--- src/rtl/muldiv_seq_if.sv ---
// Request/response bundle between the execute stage (master) and the
// iterative multiply/divide sequencer (slave).
interface muldiv_seq_if #(
  parameter int XLEN = 64
);
  logic            i_start;
  logic [2:0]      i_op;
  logic [XLEN-1:0] i_a;
  logic [XLEN-1:0] i_b;
  logic            i_flush;
  logic            o_stall;
  logic            o_busy;
  logic            o_done;
  logic [XLEN-1:0] o_result;

  modport master (
    output i_start, i_op, i_a, i_b, i_flush,
    input  o_stall, o_busy, o_done, o_result
  );

  modport slave (
    input  i_start, i_op, i_a, i_b, i_flush,
    output o_stall, o_busy, o_done, o_result
  );
endinterface

--- src/rtl/muldiv_seq.sv ---
// Radix-2 multiply/divide sequencer: one unsigned iteration per cycle over
// operand magnitudes, sign fixed up as the result register is loaded.
module muldiv_seq #(
  parameter int XLEN  = 64,
  parameter int CNT_W = 7
) (
  input  logic          i_clk,
  input  logic          i_reset_n,
  muldiv_seq_if.slave   bus
);
  localparam logic [1:0] S_IDLE = 2'd0;
  localparam logic [1:0] S_BUSY = 2'd1;
  localparam logic [1:0] S_DONE = 2'd2;

  logic [1:0]       r_state;
  logic [CNT_W-1:0] r_cnt;
  logic [XLEN-1:0]  r_hi, r_lo, r_b, r_result;
  logic             r_div, r_rem, r_hu, r_neg, r_done;

  // Request decode; reserved encodings fall through to plain MUL.
  logic            w_is_div, w_is_rem, w_signed, w_hu;
  logic            w_a_neg, w_b_neg, w_neg, w_b_zero, w_ovf, w_special;
  logic [XLEN-1:0] w_a_mag, w_b_mag, w_spec_res;

  assign w_is_div  = bus.i_op[2];
  assign w_is_rem  = bus.i_op[2] & bus.i_op[1];
  assign w_signed  = bus.i_op[2] & ~bus.i_op[0];
  assign w_hu      = (bus.i_op == 3'b001);
  assign w_a_neg   = w_signed & bus.i_a[XLEN-1];
  assign w_b_neg   = w_signed & bus.i_b[XLEN-1];
  assign w_a_mag   = w_a_neg ? (~bus.i_a + 1'b1) : bus.i_a;
  assign w_b_mag   = w_b_neg ? (~bus.i_b + 1'b1) : bus.i_b;
  assign w_neg     = w_is_rem ? w_a_neg : (w_a_neg ^ w_b_neg);
  assign w_b_zero  = (bus.i_b == '0);
  assign w_ovf     = w_signed & (bus.i_a == {1'b1, {(XLEN-1){1'b0}}}) & (&bus.i_b);
  assign w_special = w_is_div & (w_b_zero | w_ovf);
  assign w_spec_res = w_b_zero ? (w_is_rem ? bus.i_a : '1)
                               : (w_is_rem ? '0 : bus.i_a);

  // One iteration: r_hi is product-high / remainder, r_lo is product-low /
  // dividend-shifting-into-quotient.
  logic [XLEN:0]   w_mul_sum, w_rem_sh, w_diff;
  logic            w_ge, w_last;
  logic [XLEN-1:0] w_hi_nx, w_lo_nx, w_raw, w_fin;

  assign w_mul_sum = {1'b0, r_hi} + {1'b0, (r_lo[0] ? r_b : {XLEN{1'b0}})};
  assign w_rem_sh  = {r_hi, r_lo[XLEN-1]};
  assign w_diff    = w_rem_sh - {1'b0, r_b};
  assign w_ge      = ~w_diff[XLEN];

  always_comb begin
    w_hi_nx = w_mul_sum[XLEN:1];
    w_lo_nx = {w_mul_sum[0], r_lo[XLEN-1:1]};
    if (r_div) begin
      w_hi_nx = w_ge ? w_diff[XLEN-1:0] : w_rem_sh[XLEN-1:0];
      w_lo_nx = {r_lo[XLEN-2:0], w_ge};
    end
  end

  assign w_raw  = (r_div ? r_rem : r_hu) ? w_hi_nx : w_lo_nx;
  assign w_fin  = r_neg ? (~w_raw + 1'b1) : w_raw;
  assign w_last = (r_cnt == CNT_W'(XLEN-1));

  always_ff @(posedge i_clk) begin
    if (!i_reset_n) begin
      r_state  <= S_IDLE;
      r_cnt    <= '0;
      r_hi     <= '0;
      r_lo     <= '0;
      r_b      <= '0;
      r_div    <= 1'b0;
      r_rem    <= 1'b0;
      r_hu     <= 1'b0;
      r_neg    <= 1'b0;
      r_result <= '0;
      r_done   <= 1'b0;
    end else begin
      r_done <= 1'b0;
      if (bus.i_flush) begin
        r_state <= S_IDLE;
      end else begin
        case (r_state)
          S_IDLE: if (bus.i_start) begin
            if (w_special) begin
              r_result <= w_spec_res;
              r_done   <= 1'b1;
              r_state  <= S_DONE;
            end else begin
              r_hi    <= '0;
              r_lo    <= w_a_mag;
              r_b     <= w_b_mag;
              r_div   <= w_is_div;
              r_rem   <= w_is_rem;
              r_hu    <= w_hu;
              r_neg   <= w_neg;
              r_cnt   <= '0;
              r_state <= S_BUSY;
            end
          end
          S_BUSY: begin
            r_hi  <= w_hi_nx;
            r_lo  <= w_lo_nx;
            r_cnt <= r_cnt + 1'b1;
            if (w_last) begin
              r_result <= w_fin;
              r_done   <= 1'b1;
              r_state  <= S_DONE;
            end
          end
          S_DONE:  r_state <= S_IDLE;
          default: r_state <= S_IDLE;
        endcase
      end
    end
  end

  assign bus.o_stall  = ((r_state == S_IDLE) & bus.i_start & ~bus.i_flush) |
                        (r_state == S_BUSY);
  assign bus.o_busy   = (r_state == S_BUSY);
  assign bus.o_done   = r_done;
  assign bus.o_result = r_result;
endmodule
--- src/flat_wrapper.sv ---
// flat-port wrapper written by rule: the top's interface ports become plain ports
module muldiv_seq_flat 
#(
  parameter int XLEN  = 64,
  parameter int CNT_W = 7
)
  (i_clk, i_reset_n, bus_i_start, bus_i_op, bus_i_a, bus_i_b, bus_i_flush, bus_o_stall, bus_o_busy, bus_o_done, bus_o_result);
  muldiv_seq_if #(.XLEN(XLEN)) bus_i ();
  input  logic i_clk;
  input  logic i_reset_n;
  input wire logic [$bits(bus_i.i_start)-1:0] bus_i_start;
  input wire logic [$bits(bus_i.i_op)-1:0] bus_i_op;
  input wire logic [$bits(bus_i.i_a)-1:0] bus_i_a;
  input wire logic [$bits(bus_i.i_b)-1:0] bus_i_b;
  input wire logic [$bits(bus_i.i_flush)-1:0] bus_i_flush;
  output wire logic [$bits(bus_i.o_stall)-1:0] bus_o_stall;
  output wire logic [$bits(bus_i.o_busy)-1:0] bus_o_busy;
  output wire logic [$bits(bus_i.o_done)-1:0] bus_o_done;
  output wire logic [$bits(bus_i.o_result)-1:0] bus_o_result;
  assign bus_i.i_start = bus_i_start;
  assign bus_i.i_op = bus_i_op;
  assign bus_i.i_a = bus_i_a;
  assign bus_i.i_b = bus_i_b;
  assign bus_i.i_flush = bus_i_flush;
  assign bus_o_stall = bus_i.o_stall;
  assign bus_o_busy = bus_i.o_busy;
  assign bus_o_done = bus_i.o_done;
  assign bus_o_result = bus_i.o_result;
  muldiv_seq #(.XLEN(XLEN), .CNT_W(CNT_W)) u_core (.i_clk(i_clk), .i_reset_n(i_reset_n), .bus(bus_i));
endmodule
--- config.mk ---
export PLATFORM = sky130hd
export DESIGN_NAME = muldiv_seq_flat
export DESIGN_NICKNAME = d
export VERILOG_FILES = /design/src/rtl/muldiv_seq_if.sv /design/src/rtl/muldiv_seq.sv /design/src/flat_wrapper.sv
export SDC_FILE = /design/constraint.sdc
export NUM_CORES = 1
export LEC_CHECK = 0
export ABC_AREA = 1
export CAP_MARGIN = 0
export CORE_MARGIN = 2
export CORE_UTILIZATION = 56
export CTS_CLUSTER_DIAMETER = 30
export DETAILED_ROUTE_END_ITERATION = 12
export PLACE_DENSITY_LB_ADDON = 0.3
export SETUP_SLACK_MARGIN = 0.02
export SLEW_MARGIN = 20
export SYNTH_ARGS = -nofsm -noshare
export SYNTH_HDL_FRONTEND = slang
export SYNTH_SLANG_ARGS = --single-unit
--- constraint.sdc ---
create_clock -name i_clk -period 3.4 [get_ports i_clk]
set_input_delay 0.34 -clock i_clk [delete_from_list [all_inputs] [get_ports i_clk]]
set_output_delay 0.34 -clock i_clk [all_outputs]
set_load 0.05 [all_outputs]
==> results of run 1 <==
[through the flow]
step | std cells | hold slack (ns) | cell area, um2
after floorplan | 5883 | 0.418 | 31800
after global placement | 7876 | 0.449 | 43700
after detailed placement | 7876 | 0.453 | 43700
after CTS | 8086 | 0.0825 | 49400
[layer usage]
| metal | GRT overflow | global-route usage (%) |
|---|---|---|
| met4 | 69 | 69.3 |
| met1 | 1 | 75.1 |
| met2 | 51 | 90.0 |
| met5 | 0 | 29.4 |
| met3 | 1 | 53.9 |
[repair_timing]
| action | CTS |
|---|---|
| pin swaps | 175 |
| resized for setup | 560 |
| gates cloned | 9 |
| setup endpoints to repair | 218 |
| setup buffers | 68 |
| hold endpoints to repair | 0 |
[cells by family after synthesis]
| kind of cell | count (synthesis) |
|---|---|
| fa+ha+maj | 135 |
| flops | 270 |
| xor+xnor | 156 |
| buf+inv | 1045 |
| mux | 1 |
| compound gates | 1033 |
| simple gates | 3243 |
==> metrics.txt, run 1 <==
# TYPE chip_impl_metric gauge
chip_impl_info{name="status",value="did not finish"} 1
chip_impl_info{name="outcome.stop_stage",value="5_1_grt"} 1
chip_impl_info{name="run.stop_error",value="[ERROR GRT-0116] Global routing finished with congestion. Check the congestion regions in the DRC Viewer."} 1
chip_impl_info{name="synth_area_leaders",value="nand2_1 (22%), dfxtp_1 (17%), inv_1 (9.7%)"} 1
chip_impl_metric{name="proportion_of_register_bits_with_asynchronous_set_or_reset_after_synthesis",unit="%"} 0
chip_impl_metric{name="place_congestion",unit=""} 1.18
chip_impl_metric{name="vias_in_the_first_global_route",unit=""} 54100
chip_impl_metric{name="ctsLongestPathBuffers",unit=""} 3
chip_impl_metric{name="proportion_of_netlist_area_held_by_the_largest_area_contributor",unit="%"} 21.9
chip_impl_metric{name="post_synth_and_or_nand_nor_area_fraction",unit="%"} 43.1
chip_impl_metric{name="grt_overflow_total",unit=""} 122
chip_impl_metric{name="number_of_h_tree_levels",unit=""} 3
chip_impl_metric{name="syn_inst",unit=""} 5883
chip_impl_metric{name="die_y",unit="um"} 242
chip_impl_metric{name="first_pass_grt_wire_length",unit="mm"} 328
chip_impl_metric{name="synth.yosys.warnings",unit=""} 0
chip_impl_info{name="synthDominantAreaCellType",value="nand2_1"} 1
chip_impl_info{name="clock-root-buffer",value="clkbuf_16"} 1
chip_impl_metric{name="placementRows",unit=""} 87
chip_impl_metric{name="design.portCount",unit=""} 202
chip_impl_info{name="synth_top_family_by_area",value="simple AND/OR/NAND/NOR gates"} 1
chip_impl_metric{name="synthAdderAreaFrac",unit="%"} 5.36
chip_impl_metric{name="placement.io_buffers",unit=""} 201
chip_impl_info{name="top_cells_by_instance_count_after_synthesis",value="nand2_1 (1853), inv_1 (820), nor2_1 (548)"} 1
chip_impl_metric{name="synth_nets",unit=""} 6153
chip_impl_metric{name="synth_xor_area_share",unit="%"} 4.30
chip_impl_metric{name="die_width",unit="um"} 242
chip_impl_metric{name="sequential_area_share_after_synthesis",unit="%"} 17.0
chip_impl_metric{name="dpl.hpwl",unit="mm"} 130
chip_impl_metric{name="synth.area.mux_share",unit="%"} 0.0315
chip_impl_metric{name="yosys_register_bits",unit=""} 270
chip_impl_metric{name="cts_num_sinks",unit=""} 270
chip_impl_metric{name="syn_area",unit="um2"} 31800
chip_impl_metric{name="number_of_enable_flip_flop_cells_after_synthesis",unit=""} 0
chip_impl_info{name="dominantRegCellSynth",value="dfxtp_1"} 1
chip_impl_metric{name="dpl_worst_slack",unit="ns"} -0.985
chip_impl_info{name="synth.most_common_cell",value="nand2_1"} 1
chip_impl_metric{name="synth_compound_area_share",unit="%"} 17.5
chip_impl_metric{name="initial_core_util",unit="%"} 56.4
chip_impl_metric{name="cts-buffers-inserted",unit=""} 73
chip_impl_metric{name="netlist-cell-type-count",unit=""} 56
chip_impl_metric{name="postSynthAreaPerCell",unit="um2"} 5.40
chip_impl_metric{name="cts_hold_buf",unit=""} 0
chip_impl_metric{name="grtUsageTotal",unit="%"} 72.6
chip_impl_metric{name="largest_net_degree_at_the_start_of_global_routing",unit=""} 122
==> inputs of run 2 (changes only) <==
--- a/config.mk
+++ b/config.mk
@@ -8,11 +8,9 @@
 export ABC_AREA = 1
 export CAP_MARGIN = 0
 export CORE_MARGIN = 2
-export CORE_UTILIZATION = 56
-export CTS_CLUSTER_DIAMETER = 30
+export CORE_UTILIZATION = 40
 export DETAILED_ROUTE_END_ITERATION = 12
-export PLACE_DENSITY_LB_ADDON = 0.3
-export SETUP_SLACK_MARGIN = 0.02
+export PLACE_DENSITY_LB_ADDON = 0.15
 export SLEW_MARGIN = 20
 export SYNTH_ARGS = -nofsm -noshare
 export SYNTH_HDL_FRONTEND = slang
==> constraint.sdc (replaced) <==
create_clock -name i_clk -period 4.42 [get_ports i_clk]
set_input_delay 0.442 -clock i_clk [delete_from_list [all_inputs] [get_ports i_clk]]
set_output_delay 0.442 -clock i_clk [all_outputs]
set_load 0.05 [all_outputs]
==> run 2 against run 1 <==
Effect of this change:
- the flow now finishes without violations
- synthesized cell count unchanged
- area after synthesis unchanged
==> metrics.txt, run 2 <==
# TYPE chip_impl_metric gauge
chip_impl_info{name="status",value="completed"} 1
chip_impl_metric{name="postSynthAreaPerCell",unit="um2"} 5.40
chip_impl_info{name="worst_hold_path.endpoint",value="u_core.r_lo[1]"} 1
chip_impl_metric{name="path_max_fanout",unit=""} 21
chip_impl_metric{name="insertion_delay",unit="ns"} 0.59
chip_impl_metric{name="maxClockFrequency",unit="MHz"} 230
chip_impl_metric{name="cts-buffers-inserted",unit=""} 36
chip_impl_metric{name="final_hold_viol_count",unit=""} 0
chip_impl_info{name="critPathSlowestCell",value="dfxtp_1"} 1
chip_impl_metric{name="die_y",unit="um"} 286
chip_impl_metric{name="total_vias_in_the_final_route",unit=""} 42200
chip_impl_info{name="clock-root-buffer",value="clkbuf_16"} 1
chip_impl_info{name="synthDominantAreaCellType",value="nand2_1"} 1
chip_impl_metric{name="crit_required",unit="ns"} 4.93
chip_impl_metric{name="power_leakage",unit="nW"} 20.1
chip_impl_metric{name="netlist-cell-type-count",unit=""} 56
chip_impl_metric{name="final.min_clock_period",unit="ns"} 4.35
chip_impl_metric{name="place_congestion",unit=""} 1.07
chip_impl_metric{name="antenna_violating_nets_remaining",unit=""} 0
chip_impl_metric{name="timing.critical_path.buf_inv",unit=""} 3
chip_impl_info{name="worstSetupPathType",value="reg2reg"} 1
chip_impl_metric{name="max-vdd-ir-drop",unit="mV"} 0.235
chip_impl_info{name="most_frequent_cell_on_the_critical_path",value="nand2_1"} 1
chip_impl_metric{name="synth.yosys.warnings",unit=""} 0
chip_impl_metric{name="die_width",unit="um"} 286
chip_impl_info{name="final_common_cell",value="nand2_1"} 1
chip_impl_info{name="hold_class",value="in2reg"} 1
chip_impl_info{name="synth_area_leaders",value="nand2_1 (22%), dfxtp_1 (17%), inv_1 (9.7%)"} 1
chip_impl_metric{name="worst_pin_slew",unit="ns"} 1.06
chip_impl_metric{name="placementRows",unit=""} 103
chip_impl_metric{name="cap_viol_max_count",unit=""} 0
chip_impl_metric{name="r2r_cells",unit=""} 25
chip_impl_metric{name="drt_pass1_iterations",unit=""} 7
chip_impl_metric{name="synth_nets",unit=""} 6153
chip_impl_metric{name="antenna_found_initial",unit=""} 12
chip_impl_metric{name="first_pass_grt_wire_length",unit="mm"} 247
chip_impl_metric{name="r2r_slack",unit="ns"} 0.07
chip_impl_metric{name="number_of_enable_flip_flop_cells_after_synthesis",unit=""} 0
chip_impl_metric{name="post-route-period-util",unit="%"} 98.5
chip_impl_info{name="grt.busiest_layer",value="met2"} 1
chip_impl_info{name="reg2reg_from",value="u_core.r_hi[46]"} 1
chip_impl_metric{name="slew_viol_final",unit=""} 0
chip_impl_metric{name="proportion_of_register_bits_with_asynchronous_set_or_reset_after_synthesis",unit="%"} 0
chip_impl_metric{name="clk_pin_slew",unit="ns"} 0.07
chip_impl_metric{name="drt-wirelength-per-cell",unit="um"} 22.7
chip_impl_metric{name="fp.coreArea",unit="um2"} 78700
chip_impl_info{name="top_cells_by_instance_count_after_synthesis",value="nand2_1 (1853), inv_1 (820), nor2_1 (548)"} 1
chip_impl_metric{name="finalWirelength",unit="mm"} 172
chip_impl_metric{name="timing.slew.headroom",unit="%"} 29.2
chip_impl_metric{name="detail_route.vias_per_cell",unit=""} 5.58
chip_impl_metric{name="synthToLayoutAreaGrowth",unit="%"} 29.3
chip_impl_metric{name="post_dp_cell_area",unit="um2"} 38900
chip_impl_info{name="tritoncts",value="yes"} 1
chip_impl_info{name="cell_family_contributing_the_most_delay_on_the_critical_path",value="simple AND/OR/NAND/NOR gates"} 1
chip_impl_metric{name="dpl.hpwl",unit="mm"} 143
chip_impl_metric{name="initial_core_util",unit="%"} 40.3
chip_impl_metric{name="cts_num_sinks",unit=""} 270
chip_impl_metric{name="data_arrival_time_of_the_worst_path",unit="ns"} 4.87
chip_impl_metric{name="dieArea",unit="um2"} 81700
chip_impl_metric{name="report.final.setup_viol",unit=""} 0
chip_impl_info{name="grt_setup_unrepaired",value="yes"} 1
chip_impl_info{name="synth.most_common_cell",value="nand2_1"} 1
chip_impl_metric{name="post-route-cell-area",unit="um2"} 41100
chip_impl_info{name="cp-start-kind",value="register"} 1
chip_impl_metric{name="syn_inst",unit=""} 5883
chip_impl_metric{name="drive_gt1_share",unit="%"} 14.5
chip_impl_metric{name="syn_area",unit="um2"} 31800
chip_impl_metric{name="final.fill_count",unit=""} 8482
chip_impl_metric{name="vias_in_the_first_global_route",unit=""} 38800
chip_impl_info{name="critPathCaptureType",value="register"} 1
chip_impl_metric{name="placement.io_buffers",unit=""} 201
chip_impl_metric{name="largest_net_degree_at_the_start_of_global_routing",unit=""} 123
chip_impl_info{name="dominantRegCellSynth",value="dfxtp_1"} 1
chip_impl_metric{name="yosys_register_bits",unit=""} 270
chip_impl_metric{name="design.portCount",unit=""} 202
chip_impl_metric{name="cp_slowest_stage_delay",unit="ns"} 0.49
chip_impl_metric{name="number_of_h_tree_levels",unit=""} 2
chip_impl_metric{name="sequential_area_share_after_synthesis",unit="%"} 17.0
chip_impl_info{name="most-common-layout-cells",value="nand2_1 (1803), inv_1 (817), buf_4 (557)"} 1
chip_impl_metric{name="grtUsageTotal",unit="%"} 40.5
chip_impl_metric{name="gr-usage-met1",unit="%"} 54.3
chip_impl_metric{name="met3_usage",unit="%"} 7.37
chip_impl_info{name="worstReg2RegEnd",value="u_core.bus.o_result[61]"} 1
chip_impl_metric{name="proportion_of_netlist_area_held_by_the_largest_area_contributor",unit="%"} 21.9
chip_impl_metric{name="grt_overflow_total",unit=""} 0
chip_impl_metric{name="holdPathStages",unit=""} 2
chip_impl_metric{name="final_nets",unit=""} 6767
chip_impl_metric{name="fin_worst_skew",unit="ns"} 0.0349
chip_impl_metric{name="gr-usage-met2",unit="%"} 61.0
chip_impl_metric{name="ctsLongestPathBuffers",unit=""} 3
chip_impl_metric{name="final.hold.worst_slack",unit="ns"} 0.449
chip_impl_metric{name="initialDrtViolationCount",unit=""} 4975
chip_impl_info{name="hp-start",value="i_reset_n"} 1
chip_impl_metric{name="p_per_area",unit="nW/um2"} 253
chip_impl_metric{name="post-route-drc-count",unit=""} 0
## run 2: cell counts after synthesis
No cell type changed its count.
## run 2: stage by stage
stage / setup slack (ns) / util (%) / setup TNS (ns) / cells / total power [W]
4_1_cts: 0.00191 / 51.2 / 0 / 7553 / 0.0101
3_5_place_dp: -0.416 / 49.4 / -3.29 / 7489 / 0.00672
3_3_place_gp: -0.433 / 49.4 / -3.54 / 7489 / 0.00673
2_1_floorplan: 0.842 / - / 0 / 5883 / 0.00476
6_report: 0.0683 / 52.2 / 0 / 7576 / 0.0104
5_1_grt: -0.131 / 52.2 / -0.578 / 7573 / 0.0108
## run 2: repair_timing
action                     CTS  global route
setup buffers                0            18
hold endpoints to repair     0             0
hold buffers                 0             0
setup endpoints to repair   22            56
pin swaps                    0            19
resized for setup           16           172
cloned                       0             2
## run 2: cells by family (layout without fill, tap and decap cells)
group,after synthesis,after routing,synth area share (%)
xor gates and xnor gates,156,156,4.30
other,0,3,0
DFF,270,270,17.0
muxes,1,1,0.0315
adders and majority gates,135,135,5.36
buffers and inverters,1045,1685,12.7
AOI/OAI and AO/OA,1033,1033,17.5
and+or+nand+nor,3243,3243,43.1
## run 2: layout make-up
cell class                      count  area [um2]  share of cell area [%]
Clock inverter                     22         340                   0.829
Inverter                          827        3110                    7.56
Timing Repair Buffer              794        6920                    16.8
Tap cell                         1050        1310                    3.20
Sequential cell                   270        5410                    13.2
Clock buffer                       42         963                    2.35
Multi-Input combinational cell   4568       23000                    56.0
Antenna cell                        3        7.51                  0.0183
## run 2: worst reg2reg max path: cells and delay by family, from the launching register on
kind	cells	cell delay, ns
DFF	1	0.49
adders and majority gates	1	0.33
AOI/OAI and AO/OA	4	0.77
and+or+nand+nor	17	2.14
buffers and inverters	3	0.56
## run 2: where the power goes
| group | internal, W | switching (W) |
|---|---|---|
| combinational | 0.00155 | 0.00278 |
| clock | 0.00204 | 0.00137 |
| sequential | 0.00256 | 0.000114 |
## run 2: how the worst max path moves through the flow
stage / start / to / slack (ns) / cells past startpoint
CTS: u_core.r_lo[63] / u_core.bus.o_result[43] / 0.002 / 33
floorplan: u_core.r_lo[0] / u_core.bus.o_result[60] / 0.84 / 27
detailed placement: bus_i_b[1] / u_core.r_b[59] / -0.42 / 21
global route: u_core.r_lo[63] / u_core.bus.o_result[53] / -0.13 / 32
global placement: u_core.r_b[0] / u_core.bus.o_result[50] / -0.43 / 28
finish: u_core.r_hi[46] / u_core.bus.o_result[61] / 0.07 / 25
## run 2: per-layer routing
layer	wire length [um]	up-vias
li1	-	20200
met1	72100	19500
met2	72000	2086
met3	16800	391
met4	11300	6
met5	43	-
No activity file was read; power rests on OpenSTA's default activity.
